## src/rtl/bcd_round_ctrl_if.sv

```systemverilog
// Signal bundle between the round controller and its neighbours: the BCD RNG,
// the keypad decoder and the display/LED logic.
interface bcd_round_ctrl_if;
   logic        start;
   logic        fetch_num;
   logic [3:0]  rng_d1000;
   logic [3:0]  rng_d100;
   logic [3:0]  rng_d10;
   logic [3:0]  rng_d1;
   logic        key_valid;
   logic [3:0]  key_digit;
   logic        key_enter;
   logic        key_clear;
   logic [15:0] op_a;
   logic [15:0] op_b;
   logic [19:0] sum;
   logic [19:0] ans;
   logic        entry_active;
   logic        result_valid;
   logic        correct;
   logic        timed_out;
   logic [7:0]  score;
   logic [3:0]  round;
   logic        game_over;

   // Controller side.
   modport slave (
      input  start, rng_d1000, rng_d100, rng_d10, rng_d1,
             key_valid, key_digit, key_enter, key_clear,
      output fetch_num, op_a, op_b, sum, ans, entry_active, result_valid,
             correct, timed_out, score, round, game_over
   );

   // Environment side: RNG, keypad and display.
   modport master (
      output start, rng_d1000, rng_d100, rng_d10, rng_d1,
             key_valid, key_digit, key_enter, key_clear,
      input  fetch_num, op_a, op_b, sum, ans, entry_active, result_valid,
             correct, timed_out, score, round, game_over
   );
endinterface

```

## src/rtl/bcd_round_ctrl.sv

```systemverilog
// Round controller for the BCD math game: fetches two operands from the RNG,
// adds them in BCD, times and grades the keypad answer, and keeps the score.
//
// state   | meaning
// --------+------------------------------------------------------------
// IDLE    | after reset, waiting for start
// FETCH_A | fetch_num pulse for operand A
// CAP_A   | RNG digits valid, capture op_a (saturated to 9)
// FETCH_B | fetch_num pulse for operand B
// CAP_B   | capture op_b
// ADD     | register BCD sum, clear answer entry and load timer
// ENTRY   | player keys the answer; timer running
// CHECK   | grade answer, update score and round count
// RESULT  | result_valid pulse; choose next round or game over
// DONE    | game over, everything held until start
module bcd_round_ctrl #(
   parameter int unsigned ROUNDS         = 10,
   parameter int unsigned TIMEOUT_CYCLES = 50_000_000
) (
   input logic            clk,
   input logic            rst,
   bcd_round_ctrl_if.slave bus
);

   typedef enum logic [3:0] {
      S_IDLE    = 4'd0,
      S_FETCH_A = 4'd1,
      S_CAP_A   = 4'd2,
      S_FETCH_B = 4'd3,
      S_CAP_B   = 4'd4,
      S_ADD     = 4'd5,
      S_ENTRY   = 4'd6,
      S_CHECK   = 4'd7,
      S_RESULT  = 4'd8,
      S_DONE    = 4'd9
   } state_t;

   // The timer counts down from TIMEOUT_CYCLES-1; expiry is the zero terminal count.
   localparam logic [25:0] TMR_LOAD = 26'(TIMEOUT_CYCLES - 1);
   localparam logic [3:0]  ROUNDS_L = 4'(ROUNDS);

   state_t      state_q, state_d;
   logic [15:0] op_a_q, op_a_d;
   logic [15:0] op_b_q, op_b_d;
   logic [19:0] sum_q, sum_d;
   logic [19:0] ans_q, ans_d;
   logic [2:0]  dig_cnt_q, dig_cnt_d;
   logic [25:0] tmr_q, tmr_d;
   logic        to_flag_q, to_flag_d;
   logic        correct_q, correct_d;
   logic        timed_out_q, timed_out_d;
   logic [7:0]  score_q, score_d;
   logic [3:0]  round_q, round_d;
   logic [15:0] rng_sat;

   function automatic logic [3:0] sat9(input logic [3:0] d);
      return (d > 4'd9) ? 4'd9 : d;
   endfunction

   // Four-digit BCD ripple add; the fifth digit is the final carry.
   function automatic logic [19:0] bcd_add4(input logic [15:0] a, input logic [15:0] b);
      logic [4:0]  s;
      logic        c;
      logic [19:0] r;
      c = 1'b0;
      r = '0;
      for (int i = 0; i < 4; i++) begin
         s = {1'b0, a[4*i +: 4]} + {1'b0, b[4*i +: 4]} + {4'd0, c};
         if (s > 5'd9) begin
            s = s + 5'd6;
            c = 1'b1;
         end else begin
            c = 1'b0;
         end
         r[4*i +: 4] = s[3:0];
      end
      r[19:16] = {3'd0, c};
      return r;
   endfunction

   function automatic logic [7:0] bcd_inc2(input logic [7:0] s);
      logic [7:0] r;
      if (s[3:0] >= 4'd9) begin
         r[3:0] = 4'd0;
         r[7:4] = (s[7:4] >= 4'd9) ? 4'd0 : s[7:4] + 4'd1;
      end else begin
         r = {s[7:4], s[3:0] + 4'd1};
      end
      return r;
   endfunction

   assign rng_sat = {sat9(bus.rng_d1000), sat9(bus.rng_d100),
                     sat9(bus.rng_d10),   sat9(bus.rng_d1)};

   // Next-state and register update logic.
   always_comb begin
      state_d     = state_q;
      op_a_d      = op_a_q;
      op_b_d      = op_b_q;
      sum_d       = sum_q;
      ans_d       = ans_q;
      dig_cnt_d   = dig_cnt_q;
      tmr_d       = tmr_q;
      to_flag_d   = to_flag_q;
      correct_d   = correct_q;
      timed_out_d = timed_out_q;
      score_d     = score_q;
      round_d     = round_q;

      case (state_q)
         S_IDLE, S_DONE: begin
            if (bus.start) begin
               state_d     = S_FETCH_A;
               score_d     = 8'd0;
               round_d     = 4'd0;
               correct_d   = 1'b0;
               timed_out_d = 1'b0;
               ans_d       = 20'd0;
               dig_cnt_d   = 3'd0;
            end
         end
         S_FETCH_A: state_d = S_CAP_A;
         S_CAP_A: begin
            op_a_d  = rng_sat;
            state_d = S_FETCH_B;
         end
         S_FETCH_B: state_d = S_CAP_B;
         S_CAP_B: begin
            op_b_d  = rng_sat;
            state_d = S_ADD;
         end
         S_ADD: begin
            sum_d     = bcd_add4(op_a_q, op_b_q);
            ans_d     = 20'd0;
            dig_cnt_d = 3'd0;
            tmr_d     = TMR_LOAD;
            to_flag_d = 1'b0;
            state_d   = S_ENTRY;
         end
         S_ENTRY: begin
            // Saturate at zero so a clear on the expiry cycle still times out next cycle.
            if (tmr_q != 26'd0) begin
               tmr_d = tmr_q - 26'd1;
            end
            if (bus.key_clear) begin
               ans_d     = 20'd0;
               dig_cnt_d = 3'd0;
            end else if (bus.key_enter) begin
               to_flag_d = 1'b0;
               state_d   = S_CHECK;
            end else if (tmr_q == 26'd0) begin
               to_flag_d = 1'b1;
               state_d   = S_CHECK;
            end else if (bus.key_valid && (bus.key_digit <= 4'd9) && (dig_cnt_q < 3'd5)) begin
               ans_d     = {ans_q[15:0], bus.key_digit};
               dig_cnt_d = dig_cnt_q + 3'd1;
            end
         end
         S_CHECK: begin
            correct_d   = (ans_q == sum_q) && !to_flag_q;
            timed_out_d = to_flag_q;
            if ((ans_q == sum_q) && !to_flag_q) begin
               score_d = bcd_inc2(score_q);
            end
            round_d = round_q + 4'd1;
            state_d = S_RESULT;
         end
         S_RESULT: begin
            state_d = (round_q == ROUNDS_L) ? S_DONE : S_FETCH_A;
         end
         default: state_d = S_IDLE;
      endcase
   end

   // Register bank with synchronous active-low reset.
   always_ff @(posedge clk) begin
      if (!rst) begin
         state_q     <= S_IDLE;
         op_a_q      <= '0;
         op_b_q      <= '0;
         sum_q       <= '0;
         ans_q       <= '0;
         dig_cnt_q   <= '0;
         tmr_q       <= '0;
         to_flag_q   <= 1'b0;
         correct_q   <= 1'b0;
         timed_out_q <= 1'b0;
         score_q     <= '0;
         round_q     <= '0;
      end else begin
         state_q     <= state_d;
         op_a_q      <= op_a_d;
         op_b_q      <= op_b_d;
         sum_q       <= sum_d;
         ans_q       <= ans_d;
         dig_cnt_q   <= dig_cnt_d;
         tmr_q       <= tmr_d;
         to_flag_q   <= to_flag_d;
         correct_q   <= correct_d;
         timed_out_q <= timed_out_d;
         score_q     <= score_d;
         round_q     <= round_d;
      end
   end

   assign bus.fetch_num    = (state_q == S_FETCH_A) || (state_q == S_FETCH_B);
   assign bus.entry_active = (state_q == S_ENTRY);
   assign bus.result_valid = (state_q == S_RESULT);
   assign bus.game_over    = (state_q == S_DONE);
   assign bus.op_a         = op_a_q;
   assign bus.op_b         = op_b_q;
   assign bus.sum          = sum_q;
   assign bus.ans          = ans_q;
   assign bus.correct      = correct_q;
   assign bus.timed_out    = timed_out_q;
   assign bus.score        = score_q;
   assign bus.round        = round_q;

endmodule

```

## src/flat_wrapper.sv

```systemverilog
// flat-port wrapper written by rule: the top's interface ports become plain ports
module bcd_round_ctrl_flat 
#(
   parameter int unsigned ROUNDS         = 10,
   parameter int unsigned TIMEOUT_CYCLES = 50_000_000
)
  (clk, rst, bus_start, bus_rng_d1000, bus_rng_d100, bus_rng_d10, bus_rng_d1, bus_key_valid, bus_key_digit, bus_key_enter, bus_key_clear, bus_fetch_num, bus_op_a, bus_op_b, bus_sum, bus_ans, bus_entry_active, bus_result_valid, bus_correct, bus_timed_out, bus_score, bus_round, bus_game_over);
  bcd_round_ctrl_if bus_i ();
  input logic clk;
  input logic rst;
  input wire logic [$bits(bus_i.start)-1:0] bus_start;
  input wire logic [$bits(bus_i.rng_d1000)-1:0] bus_rng_d1000;
  input wire logic [$bits(bus_i.rng_d100)-1:0] bus_rng_d100;
  input wire logic [$bits(bus_i.rng_d10)-1:0] bus_rng_d10;
  input wire logic [$bits(bus_i.rng_d1)-1:0] bus_rng_d1;
  input wire logic [$bits(bus_i.key_valid)-1:0] bus_key_valid;
  input wire logic [$bits(bus_i.key_digit)-1:0] bus_key_digit;
  input wire logic [$bits(bus_i.key_enter)-1:0] bus_key_enter;
  input wire logic [$bits(bus_i.key_clear)-1:0] bus_key_clear;
  output wire logic [$bits(bus_i.fetch_num)-1:0] bus_fetch_num;
  output wire logic [$bits(bus_i.op_a)-1:0] bus_op_a;
  output wire logic [$bits(bus_i.op_b)-1:0] bus_op_b;
  output wire logic [$bits(bus_i.sum)-1:0] bus_sum;
  output wire logic [$bits(bus_i.ans)-1:0] bus_ans;
  output wire logic [$bits(bus_i.entry_active)-1:0] bus_entry_active;
  output wire logic [$bits(bus_i.result_valid)-1:0] bus_result_valid;
  output wire logic [$bits(bus_i.correct)-1:0] bus_correct;
  output wire logic [$bits(bus_i.timed_out)-1:0] bus_timed_out;
  output wire logic [$bits(bus_i.score)-1:0] bus_score;
  output wire logic [$bits(bus_i.round)-1:0] bus_round;
  output wire logic [$bits(bus_i.game_over)-1:0] bus_game_over;
  assign bus_i.start = bus_start;
  assign bus_i.rng_d1000 = bus_rng_d1000;
  assign bus_i.rng_d100 = bus_rng_d100;
  assign bus_i.rng_d10 = bus_rng_d10;
  assign bus_i.rng_d1 = bus_rng_d1;
  assign bus_i.key_valid = bus_key_valid;
  assign bus_i.key_digit = bus_key_digit;
  assign bus_i.key_enter = bus_key_enter;
  assign bus_i.key_clear = bus_key_clear;
  assign bus_fetch_num = bus_i.fetch_num;
  assign bus_op_a = bus_i.op_a;
  assign bus_op_b = bus_i.op_b;
  assign bus_sum = bus_i.sum;
  assign bus_ans = bus_i.ans;
  assign bus_entry_active = bus_i.entry_active;
  assign bus_result_valid = bus_i.result_valid;
  assign bus_correct = bus_i.correct;
  assign bus_timed_out = bus_i.timed_out;
  assign bus_score = bus_i.score;
  assign bus_round = bus_i.round;
  assign bus_game_over = bus_i.game_over;
  bcd_round_ctrl #(.ROUNDS(ROUNDS), .TIMEOUT_CYCLES(TIMEOUT_CYCLES)) u_core (.clk(clk), .rst(rst), .bus(bus_i));
endmodule
```

## config.mk

```make
export PLATFORM = sky130hd
export DESIGN_NAME = bcd_round_ctrl_flat
export DESIGN_NICKNAME = d
export VERILOG_FILES = /design/src/rtl/bcd_round_ctrl_if.sv /design/src/rtl/bcd_round_ctrl.sv /design/src/flat_wrapper.sv
export SDC_FILE = /design/constraint.sdc
export NUM_CORES = 1
export LEC_CHECK = 0
export ABC_CLOCK_PERIOD_IN_PS = 6200
export BUFFER_PORTS_ARGS = -buffer_cell sky130_fd_sc_hd__buf_2
export CAP_MARGIN = 10
export CORE_AREA = 2 2 96 136
export CTS_CLUSTER_DIAMETER = 100
export DETAILED_ROUTE_END_ITERATION = 8
export DIE_AREA = 0 0 98 138
export GPL_TIMING_DRIVEN = 0
export PLACE_DENSITY = 0.77
export SYNTH_ARGS = -nofsm -noshare
export SYNTH_HDL_FRONTEND = slang
export SYNTH_SLANG_ARGS = --single-unit
```

## constraint.sdc

```tcl
create_clock -name clk -period 6.2 [get_ports clk]
set_input_delay 1.55 -clock clk [delete_from_list [all_inputs] [get_ports clk]]
set_output_delay 1.55 -clock clk [all_outputs]
set_load 0.02 [all_outputs]
```

==> metrics.csv, run 1 <==
metric;value;unit
fp-row-count;49;
crit_top_cell;fa_2;
setup_ws;-0.407;ns
fmax;151;MHz
layout_common_cells;121 x buf_2, 113 x dfxtp_1, 89 x nand2_1;
syn_area_per_cell;8.53;um2
fin_nets;920;
wl;16800;um
period_needed;6.61;ns
antenna_found_initial;0;
fin_cells;1023;
synthToLayoutAreaGrowth;28.9;%
grt-ovfl-total;0;
synth_area;6050;um2
p_per_area;419;nW/um2
crit_family;adder cells;
wl_per_cell;16.5;um
ctsRootBufferMaster;clkbuf_16;
synth_flop_cell;dfxtp_1;
cp_data_required_time;6.48;ns
synthArstFlopShare;0;
core_area;12400;um2
ant_nets;0;
holdWs;0.476;ns
cp.arrival;6.89;ns
ys_types;60;
yosysWarnings;0;
drt_first_pass_iters;5;
layout_commonest_cell;buf_2;
clock_path_buffers;2;
critical_path_class;flip-flop to flip-flop;
rsz0062_at_grt;true;
numPortBuffers;111;
cts.sinks;117;
leakage;3.51;nW
grtUsageMet3;0.0495;
die_y;138;um
vias;5746;
die_w;98;um
syn_inst;709;
max_stage_delay;0.45;ns
grt_pass1_vias;5662;
numCtsBuffers;17;
seq_area_frac_synth;0.387;
holdCritPathClass;flip-flop to flip-flop;
start_util;0.486;
grt_pass1_wl;27000;um
cp_slowest_cell;fa_2;
period_share;1.07;
hold_violations;0;
crit_path_end_kind;flip-flop;
grt_usage;0.246;
hold_buffers;0;
dp_slack;-0.804;ns
status;finished with violations;
synth_seq_cells;117;
clk_pin_slew_worst_paths;0.06;ns
synth_edf_count;0;
gp_congestion;0.899;
io_pins;116;
die_area;13500;um2
dp_hpwl;12200;um
cts_tree;yes;
fin_skew;0.00917;ns
vias_per_cell;5.62;
use_met1;0.286;
crit_fanout;4;
drive_above_1_share;0.257;
drc_errors;0;
start_kind;flip-flop;
grt_max_degree;17;
slew_violations;0;
worst_slew_pin_slew;0.628;ns
setup_viol;4;
drtIter0Drc;262;
crit_buf_inv;5;
irDropWorstVdd;0.000229;V
dp_cells;975;
clk_latency;0.42;ns
cts-htree-levels;4;
num-fill-cells;1048;
slew_headroom;0.582;
use_met2;0.435;
violations;negative setup slack;
insertedDiodeCount;0;
maxCapViolCount;0;
top_usage_layer;met2;
synth_stat cells, types with 10 or more instances:
library cell | number | share of area
dfxtp_1 | 117 | 0.39
nand2_1 | 91 | 0.056
a21oi_1 | 60 | 0.050
nor2_1 | 50 | 0.031
xor2_1 | 36 | 0.052
ha_1 | 30 | 0.062
inv_1 | 30 | 0.019
o21ai_0 | 24 | 0.020
clkbuf_1 | 23 | 0.014
nand3_1 | 21 | 0.017
a22o_1 | 20 | 0.029
a211oi_1 | 17 | 0.021
xnor2_1 | 16 | 0.023
nor2b_1 | 15 | 0.016
a31oi_1 | 14 | 0.014
nor3_1 | 13 | 0.011
and3_1 | 11 | 0.011
a21o_1 | 10 | 0.012
buf_2 | 10 | 0.0083
logic make-up after synthesis:
kind of cell,after synthesis,synth area share
AOI/OAI and AO/OA,172,0.183
DFF,117,0.387
buffers and inverters,69,0.0467
and+or+nand+nor,259,0.218
xor gates and xnor gates,52,0.0753
adders and majority gates,37,0.0852
muxes,2,0.00372
other,1,0.000620
state kept, by name, summed over array words and instances (netlist names):
register,flops
u_core.state_q,4
u_core.bus.correct,1
u_core.tmr_q,26
u_core.bus.score,8
u_core.to_flag_q,1
u_core.bus.sum,17
u_core.bus.op_a,16
u_core.bus.round,4
u_core.bus.timed_out,1
u_core.dig_cnt_q,3
u_core.bus.ans,20
u_core.bus.op_b,16
what timing repair did:
| action | 4_1_cts | 5_1_grt |
|---|---|---|
| setup endpoints to repair | 4 | 4 |
| endpoints found under the hold margin | 0 | 0 |
| pin swaps | 17 | 4 |
| buffers inserted | 13 | 3 |
| resized for setup | 11 | 3 |
per-layer routing:
layer | share of wire | up-vias
met2 | 0.51 | 212
li1 | - | 2782
met5 | 0 | -
met3 | 0.054 | 43
met4 | 0.031 | 0
met1 | 0.40 | 2709
final timing paths:
check                     start                  to  slack, ns  depth (start not counted)
max          u_core.bus.op_a[0]  u_core.bus.sum[14]      -0.41                         32
min          u_core.bus.op_a[6]  u_core.bus.op_a[6]       0.48                          2
max reg2reg  u_core.bus.op_a[0]  u_core.bus.sum[14]      -0.41                         32
min reg2reg  u_core.bus.op_a[6]  u_core.bus.op_a[6]       0.48                          2
cell type report:
class	instances	area, um2	area share
Tap cell	153	191	0.0246
Buffer	37	163	0.0209
Inverter	32	120	0.0154
Clock buffer	24	482	0.0618
Sequential cell	117	2350	0.302
Clock inverter	8	146	0.0188
Multi-Input combinational cell	525	3670	0.470
Timing Repair Buffer	127	676	0.0866
per-stage QoR:
step / util / cell area, um2 / setup TNS, ns / total power, W
final: 0.627 / 7800 / -1.23 / 0.00327
after CTS: 0.623 / 7750 / -1.16 / 0.00323
after global routing: 0.627 / 7800 / -2.02 / 0.00343
after detailed placement: 0.560 / 6970 / -2.70 / 0.00211
after floorplan: - / 6220 / -0.263 / 0.00181
after global placement: 0.560 / 6970 / -2.05 / 0.00209
worst register-to-register path, delay by kind of cell (launching register included):
kind            cells  cell delay, ns
xor+xnor            2            0.41
fa+ha+maj          11            3.38
compound gates     10            1.60
simple gates        4            0.40
flops               1            0.36
buf+inv             5            0.31
power by group:
part / switching (W) / internal (W)
registers: 0.000104 / 0.000854
clock network: 0.000345 / 0.000703
logic: 0.000774 / 0.000491
(Power assumes the default switching activity.)
==> run 2: changes to the inputs <==
- ABC_AREA: not set -> 1
- CORE_AREA: 2 2 96 136 -> 2 2 99 139
- DIE_AREA: 0 0 98 138 -> 0 0 101 141
- PLACE_DENSITY: 0.77 -> 0.78
==> run 2 against run 1 <==
Compared with the run above:
- the flow still finishes with violations (negative setup slack)
- combinational power shrank 63%
- maximum frequency grew 2.2%
- cell count grew 25%
- highest routed layer unchanged
==> metrics.csv, run 2 <==
metric;value;unit;change
crit_fanout;5;;was 4
p_int;0.00159;W;was 0.00205 W
crit_family;adder cells;;unchanged
die_y;141;um;was 138 um
clk_pin_slew_worst_paths;0.06;ns;about the same
violations;negative setup slack;;unchanged
setup_ws;-0.262;ns;was -0.407 ns
rsz0062_at_grt;true;;unchanged
cts_tree;yes;;unchanged
leakage;3.96;nW;was 3.51 nW
holdCritPathClass;flip-flop to flip-flop;;unchanged
p_per_area;272;nW/um2;was 419 nW/um2
ys_types;39;;was 60
antenna_found_initial;0;;unchanged
grt_usage;0.271;;was 0.246
insertedDiodeCount;0;;unchanged
cp.arrival;6.81;ns;was 6.89 ns
max_stage_delay;0.60;ns;was 0.45 ns
synth_area;6510;um2;was 6050 um2
cp_data_required_time;6.54;ns;was 6.48 ns
synth_flop_cell;dfxtp_1;;unchanged
crit_buf_inv;15;;was 5
crit_top_cell;inv_2;;was fa_2
layout_commonest_cell;nand2_1;;was buf_2
top_register;u_core.tmr_q;;unchanged
die_area;14200;um2;was 13500 um2
status;finished with violations;;unchanged
cts-htree-levels;4;;unchanged
seq_area_frac_synth;0.360;;was 0.387
multi_input_area;3800;um2;was 3670 um2
p_seq_frac;0.356;;was 0.293
hold_buffers;0;;unchanged
synthArstFlopShare;0;;unchanged
fin_area;8320;um2;was 7800 um2
synth.top_cell.area_share;0.360;;was 0.387
numCtsBuffers;17;;unchanged
hp-start;u_core.tmr_q[20];;was u_core.bus.op_a[6]
largest_reg_flops;26;;unchanged
setup_viol;4;;unchanged
cp_slowest_cell;fa_2;;unchanged
wl_per_cell;15.1;um;was 16.5 um
yosys.area.top_type;dfxtp_1;;unchanged
r2r-start;u_core.bus.op_a[0];;unchanged
grt_pass1_wl;30500;um;was 27000 um
gp_congestion;0.979;;was 0.899
irDropWorstVdd;0.000200;V;was 0.000229 V
drc_errors;0;;unchanged
fmax;155;MHz;was 151 MHz
crit_path_end_kind;flip-flop;;unchanged
fp-row-count;50;;was 49
combPwrFrac;0.204;;was 0.387
grt-ovfl-total;0;;unchanged
period_needed;6.46;ns;was 6.61 ns
place_area;7380;um2;was 6970 um2
worst_slew_pin_slew;1.04;ns;was 0.628 ns
power.switching;0.000665;W;was 0.00122 W
maxCapViolCount;0;;unchanged
syn_inst;952;;was 709
clk_latency;0.41;ns;was 0.42 ns
synth_commonest_cells;237 x nand2_1, 123 x nor2_1, 117 x dfxtp_1;;was 117 x dfxtp_1, 91 x nand2_1, 60 x a21oi_1
dp_hpwl;13800;um;was 12200 um
io_pins;116;;unchanged
yosysMostFrequentCell;nand2_1;;was dfxtp_1
die_w;101;um;was 98 um
cts.sinks;117;;unchanged
ant_nets;0;;unchanged
syn_area_per_cell;6.84;um2;was 8.53 um2
vias;6870;;was 5746
grt_max_degree;17;;unchanged
crit_start;u_core.bus.op_a[0];;unchanged
hold_violations;0;;unchanged
swShare;0.294;;was 0.374
vias_per_cell;5.35;;was 5.62
start_kind;flip-flop;;unchanged
layout_common_cells;229 x nand2_1, 123 x nor2_1, 117 x buf_2;;was 121 x buf_2, 113 x dfxtp_1, 89 x nand2_1
drtIter0Drc;374;;was 262
wl;19400;um;was 16800 um
ctsRootBufferMaster;clkbuf_16;;unchanged
core_area;13100;um2;was 12400 um2
slew_violations;0;;unchanged
critical_path_class;flip-flop to flip-flop;;unchanged
p_clk_frac;0.439;;was 0.320
regArea;2350;um2;unchanged
fin_skew;0.00744;ns;was 0.00917 ns
r2r_setup_slack;-0.26;ns;was -0.41 ns
drt_first_pass_iters;5;;unchanged
synth_edf_count;0;;unchanged
ys_top_cells_by_area;dfxtp_1 36%, nand2_1 14%, a21oi_1 7.5%;;was dfxtp_1 39%, ha_1 6.2%, nand2_1 5.6%
period_share;1.04;;was 1.07
num-fill-cells;1142;;was 1048
grt_pass1_vias;6508;;was 5662
numPortBuffers;112;;was 111
synthToLayoutAreaGrowth;27.8;%;was 28.9%
start_util;0.495;;was 0.486
clock_path_buffers;2;;unchanged
yosysWarnings;0;;unchanged
drive_above_1_share;0.230;;was 0.257
fin_nets;1178;;was 920
synth_seq_cells;117;;unchanged
slew_headroom;0.303;;was 0.582
dp_cells;1222;;was 975
fin_cells;1283;;was 1023
==> run 2: cell count changes after synthesis, moves of 21 or more <==
cell / previous run / this run
o21ai_0: 24 / 45
inv_1: 30 / 112
a21oi_1: 60 / 98
nand2_1: 91 / 237
nor2_1: 50 / 123
nand3_1: 21 / 43
==> run 2: path summary, 6_finish.rpt <==
kind	endpoint	cells past startpoint
setup / recovery	u_core.bus.sum[13]	46
hold / removal	u_core.tmr_q[20]	2
setup reg to reg	u_core.bus.sum[13]	46
hold reg to reg	u_core.tmr_q[20]	2
==> run 2: worst reg2reg max path, delay by kind of cell, from the launching register on <==
family	cells	cell delay, ns
AOI/OAI and AO/OA	5	0.44
buffers and inverters	15	0.99
adders and majority gates	12	3.38
DFF	1	0.35
and+or+nand+nor	12	0.87
xor gates and xnor gates	2	0.38
==> run 2: kinds of logic (layout without fill, tap and decap cells) <==
group	after synthesis	count (layout)	share of synthesized area
and+or+nand+nor	439	439	0.278
xor gates and xnor gates	34	34	0.0458
adders and majority gates	37	37	0.0792
DFF	117	117	0.360
other	1	3	0.000576
buffers and inverters	146	319	0.0903
AOI/OAI and AO/OA	178	178	0.146
==> run 2: power by group through the flow <==
stage | combinational, W | sequential (W) | clock, W
6_report | 0.000461 | 0.000805 | 0.000993
5_1_grt | 0.000505 | 0.000808 | 0.00104
4_1_cts | 0.000430 | 0.000805 | 0.000997
3_5_place_dp | 0.000405 | 0.000821 | 0
3_3_place_gp | 0.000399 | 0.000820 | 0
2_1_floorplan | 0.000281 | 0.000836 | 0
==> run 2: layout make-up <==
class | instances | area share
Multi-Input combinational cell | 691 | 0.457
Buffer | 28 | 0.0174
Timing Repair Buffer | 142 | 0.0944
Tap cell | 156 | 0.0235
Sequential cell | 117 | 0.283
Clock inverter | 9 | 0.0153
Inverter | 118 | 0.0541
Clock buffer | 22 | 0.0558
==> run 2: per-stage QoR <==
step | TNS (ns) | setup slack [ns] | power [W] | hold WS (ns) | utilization
after global routing | -2.28 | -0.606 | 0.00235 | 0.493 | 0.633
final | -0.911 | -0.262 | 0.00226 | 0.471 | 0.633
after CTS | 0 | 0.00158 | 0.00223 | 0.474 | 0.622
after floorplan | -0.000485 | -0.000485 | 0.00112 | 0.444 | -
after detailed placement | -1.80 | -0.485 | 0.00123 | 0.465 | 0.561
after global placement | -1.34 | -0.372 | 0.00122 | 0.453 | 0.561
==> run 2: routing by layer <==
metal | global-route usage | up-vias | part of all wire
met5 | 0 | - | 0
met4 | 0.127 | 0 | 0.040
met3 | 0.0709 | 62 | 0.069
met2 | 0.491 | 260 | 0.52
met1 | 0.287 | 3176 | 0.37
li1 | - | 3372 | -
==> run 2: timing repair <==
action / in CTS / in global routing
buffers inserted: 20 / 10
endpoints found under the setup margin: 4 / 4
gates resized for setup: 14 / 18
pin swaps: 14 / 22
==> run 3: changes to the inputs <==
- CELL_PAD_IN_SITES_DETAIL_PLACEMENT: not set -> 1
- CELL_PAD_IN_SITES_GLOBAL_PLACEMENT: not set -> 1
- CORE_AREA: 2 2 99 139 -> 2 2 117 165
- DIE_AREA: 0 0 101 141 -> 0 0 119 167
- PLACE_DENSITY: 0.78 -> 0.77
==> run 3 against run 2 <==
Compared with the run above:
- the flow still finishes with violations (negative setup slack)
- clock power rose by 7%
- die area rose by 40%
- global-route usage fell by 2.7 points
- largest cell class unchanged
==> metrics.csv, run 3 (synthesized netlist as in run 2, its figures left out) <==
metric;value;unit;change
multi_input_area;3800;um2;about the same
cp.arrival;6.90;ns;was 6.81 ns
violations;negative setup slack;;unchanged
drive_above_1_share;0.240;;was 0.230
core_area;18400;um2;was 13100 um2
r2r-start;u_core.bus.op_b[0];;was u_core.bus.op_a[0]
ant_nets;0;;unchanged
fin_nets;1183;;was 1178
wl;24000;um;was 19400 um
grt_pass1_vias;7547;;was 6508
reg2reg_to;u_core.bus.sum[13];;unchanged
rsz0062_at_grt;true;;unchanged
vias_per_cell;5.03;;was 5.35
clk_latency;0.43;ns;was 0.41 ns
maxCapViolCount;0;;unchanged
cts_tree;yes;;unchanged
numCtsBuffers;17;;unchanged
numPortBuffers;112;;unchanged
die_y;167;um;was 141 um
r2r_setup_slack;-0.35;ns;was -0.26 ns
period_share;1.06;;was 1.04
largest_reg_flops;26;;unchanged
grt_max_degree;17;;unchanged
slew_headroom;0.302;;was 0.303
setup_viol;4;;unchanged
cp_slowest_cell;fa_2;;unchanged
holdPathEnd;u_core.tmr_q[20];;unchanged
fmax;153;MHz;was 155 MHz
hold_violations;0;;unchanged
grt_usage;0.243;;was 0.271
critical_path_class;flip-flop to flip-flop;;unchanged
layout_common_cells;227 x nand2_1, 122 x nor2_1, 117 x buf_2;;was 229 x nand2_1, 123 x nor2_1, 117 x buf_2
drc_errors;0;;unchanged
start_kind;flip-flop;;unchanged
io_pins;116;;unchanged
period_needed;6.55;ns;was 6.46 ns
max_stage_delay;0.57;ns;was 0.60 ns
crit_path_end_kind;flip-flop;;unchanged
wl_per_cell;17.4;um;was 15.1 um
fin_skew;0.0128;ns;was 0.00744 ns
cts.sinks;117;;unchanged
irDropWorstVdd;0.000139;V;was 0.000200 V
worst_slew_pin_slew;1.04;ns;about the same
die_area;19900;um2;was 14200 um2
holdWs;0.468;ns;was 0.471 ns
fin_cells;1378;;was 1283
cts-htree-levels;4;;unchanged
grt_pass1_wl;38100;um;was 30500 um
clock_path_buffers;2;;unchanged
grt-ovfl-total;0;;unchanged
vias;6925;;was 6870
dp_cells;1310;;was 1222
regArea;2350;um2;unchanged
cp_data_required_time;6.55;ns;was 6.54 ns
start_util;0.354;;was 0.495
leakage;4.01;nW;was 3.96 nW
dp_slack;-0.669;ns;was -0.485 ns
num-fill-cells;2378;;was 1142
reg2regPathDepth;48;;was 46
antenna_found_initial;0;;unchanged
crit_fanout;5;;unchanged
holdCritPathClass;flip-flop to flip-flop;;unchanged
layout_commonest_cell;nand2_1;;unchanged
status;finished with violations;;unchanged
clk_pin_slew_worst_paths;0.06;ns;about the same
fp-row-count;59;;was 50
slew_violations;0;;unchanged
ctsRootBufferMaster;clkbuf_16;;unchanged
synthToLayoutAreaGrowth;30.9;%;was 27.8%
whs_path_depth;2;;unchanged
finalSetupTns;-1.31;ns;was -0.911 ns
dp_hpwl;17000;um;was 13800 um
top_register;u_core.tmr_q;;unchanged
gp_congestion;0.879;;was 0.979
drtIter0Drc;219;;was 374
p_per_area;276;nW/um2;was 272 nW/um2
drt_first_pass_iters;5;;unchanged
crit_top_cell;inv_2;;unchanged
setup_ws;-0.349;ns;was -0.262 ns
die_w;119;um;was 101 um
hp-start;u_core.tmr_q[20];;unchanged
run 3: cell types whose count changed in the layout (fill, tap and decap cells not counted), sizes merged:
cell and change:
clkinv +3, diode +1, bufinv +1, buf +5, clkbuf -3
run 3: layer usage:
metal  global-route usage  routed length, um
met5                    0                  0
met2                0.472              13400
met1                0.235               8710
met3               0.0603               1090
met4                0.117                778
run 3: power by group:
group	internal (W)	switching (W)	leakage [nW]	total [W]
logic	0.000176	0.000310	2.76	0.000486
clock network	0.000691	0.000370	0.305	0.00106
registers	0.000779	0.0000271	0.948	0.000806
run 3: worst max-delay path: cells and delay by family (launching register included):
kind	cells	cell delay (ns)
adder cells (fa/ha/maj)	12	3.07
AND/OR/NAND/NOR	13	1.02
buffers and inverters	15	1.01
XOR/XNOR	3	0.54
AO/OA/AOI/OAI	5	0.51
flip-flops	1	0.36
run 3: worst max-delay path by stage:
stage                                  start                  to  slack, ns  cells past startpoint
after floorplan           u_core.bus.op_a[0]  u_core.bus.sum[14]    -0.0005                     48
after global placement    u_core.bus.op_a[0]  u_core.bus.sum[14]      -0.47                     45
after detailed placement  u_core.bus.op_a[0]  u_core.bus.sum[13]      -0.67                     47
after CTS                 u_core.bus.op_b[0]  u_core.bus.sum[13]      -0.14                     46
after global routing      u_core.bus.op_b[0]  u_core.bus.sum[15]      -0.70                     48
final                     u_core.bus.op_b[0]  u_core.bus.sum[13]      -0.35                     48
run 3: repair_timing:
item,CTS,global route
cloned,0,0
hold endpoints to repair,0,0
endpoints found under the setup margin,4,6
hold buffers,0,0
buffers inserted,31,10
resized for setup,23,13
pin swaps,18,4
run 3: cell type report:
type | count | share of cell area
diodes | 1 | 0.000294
plain buffers | 28 | 0.0170
clock buffers | 19 | 0.0532
clock inverters | 13 | 0.0212
inverters | 118 | 0.0529
multi-input cells | 691 | 0.446
flip-flops and latches | 117 | 0.276
well taps | 244 | 0.0358
repair buffers | 147 | 0.0975
run 3: through the flow:
step	total power, W	cell area (um2)	utilization
2_1_floorplan	0.00112	6620	-
3_3_place_gp	0.00123	7490	0.407
3_5_place_dp	0.00124	7490	0.407
4_1_cts	0.00234	8450	0.460
5_1_grt	0.00245	8520	0.463
6_report	0.00235	8520	0.463
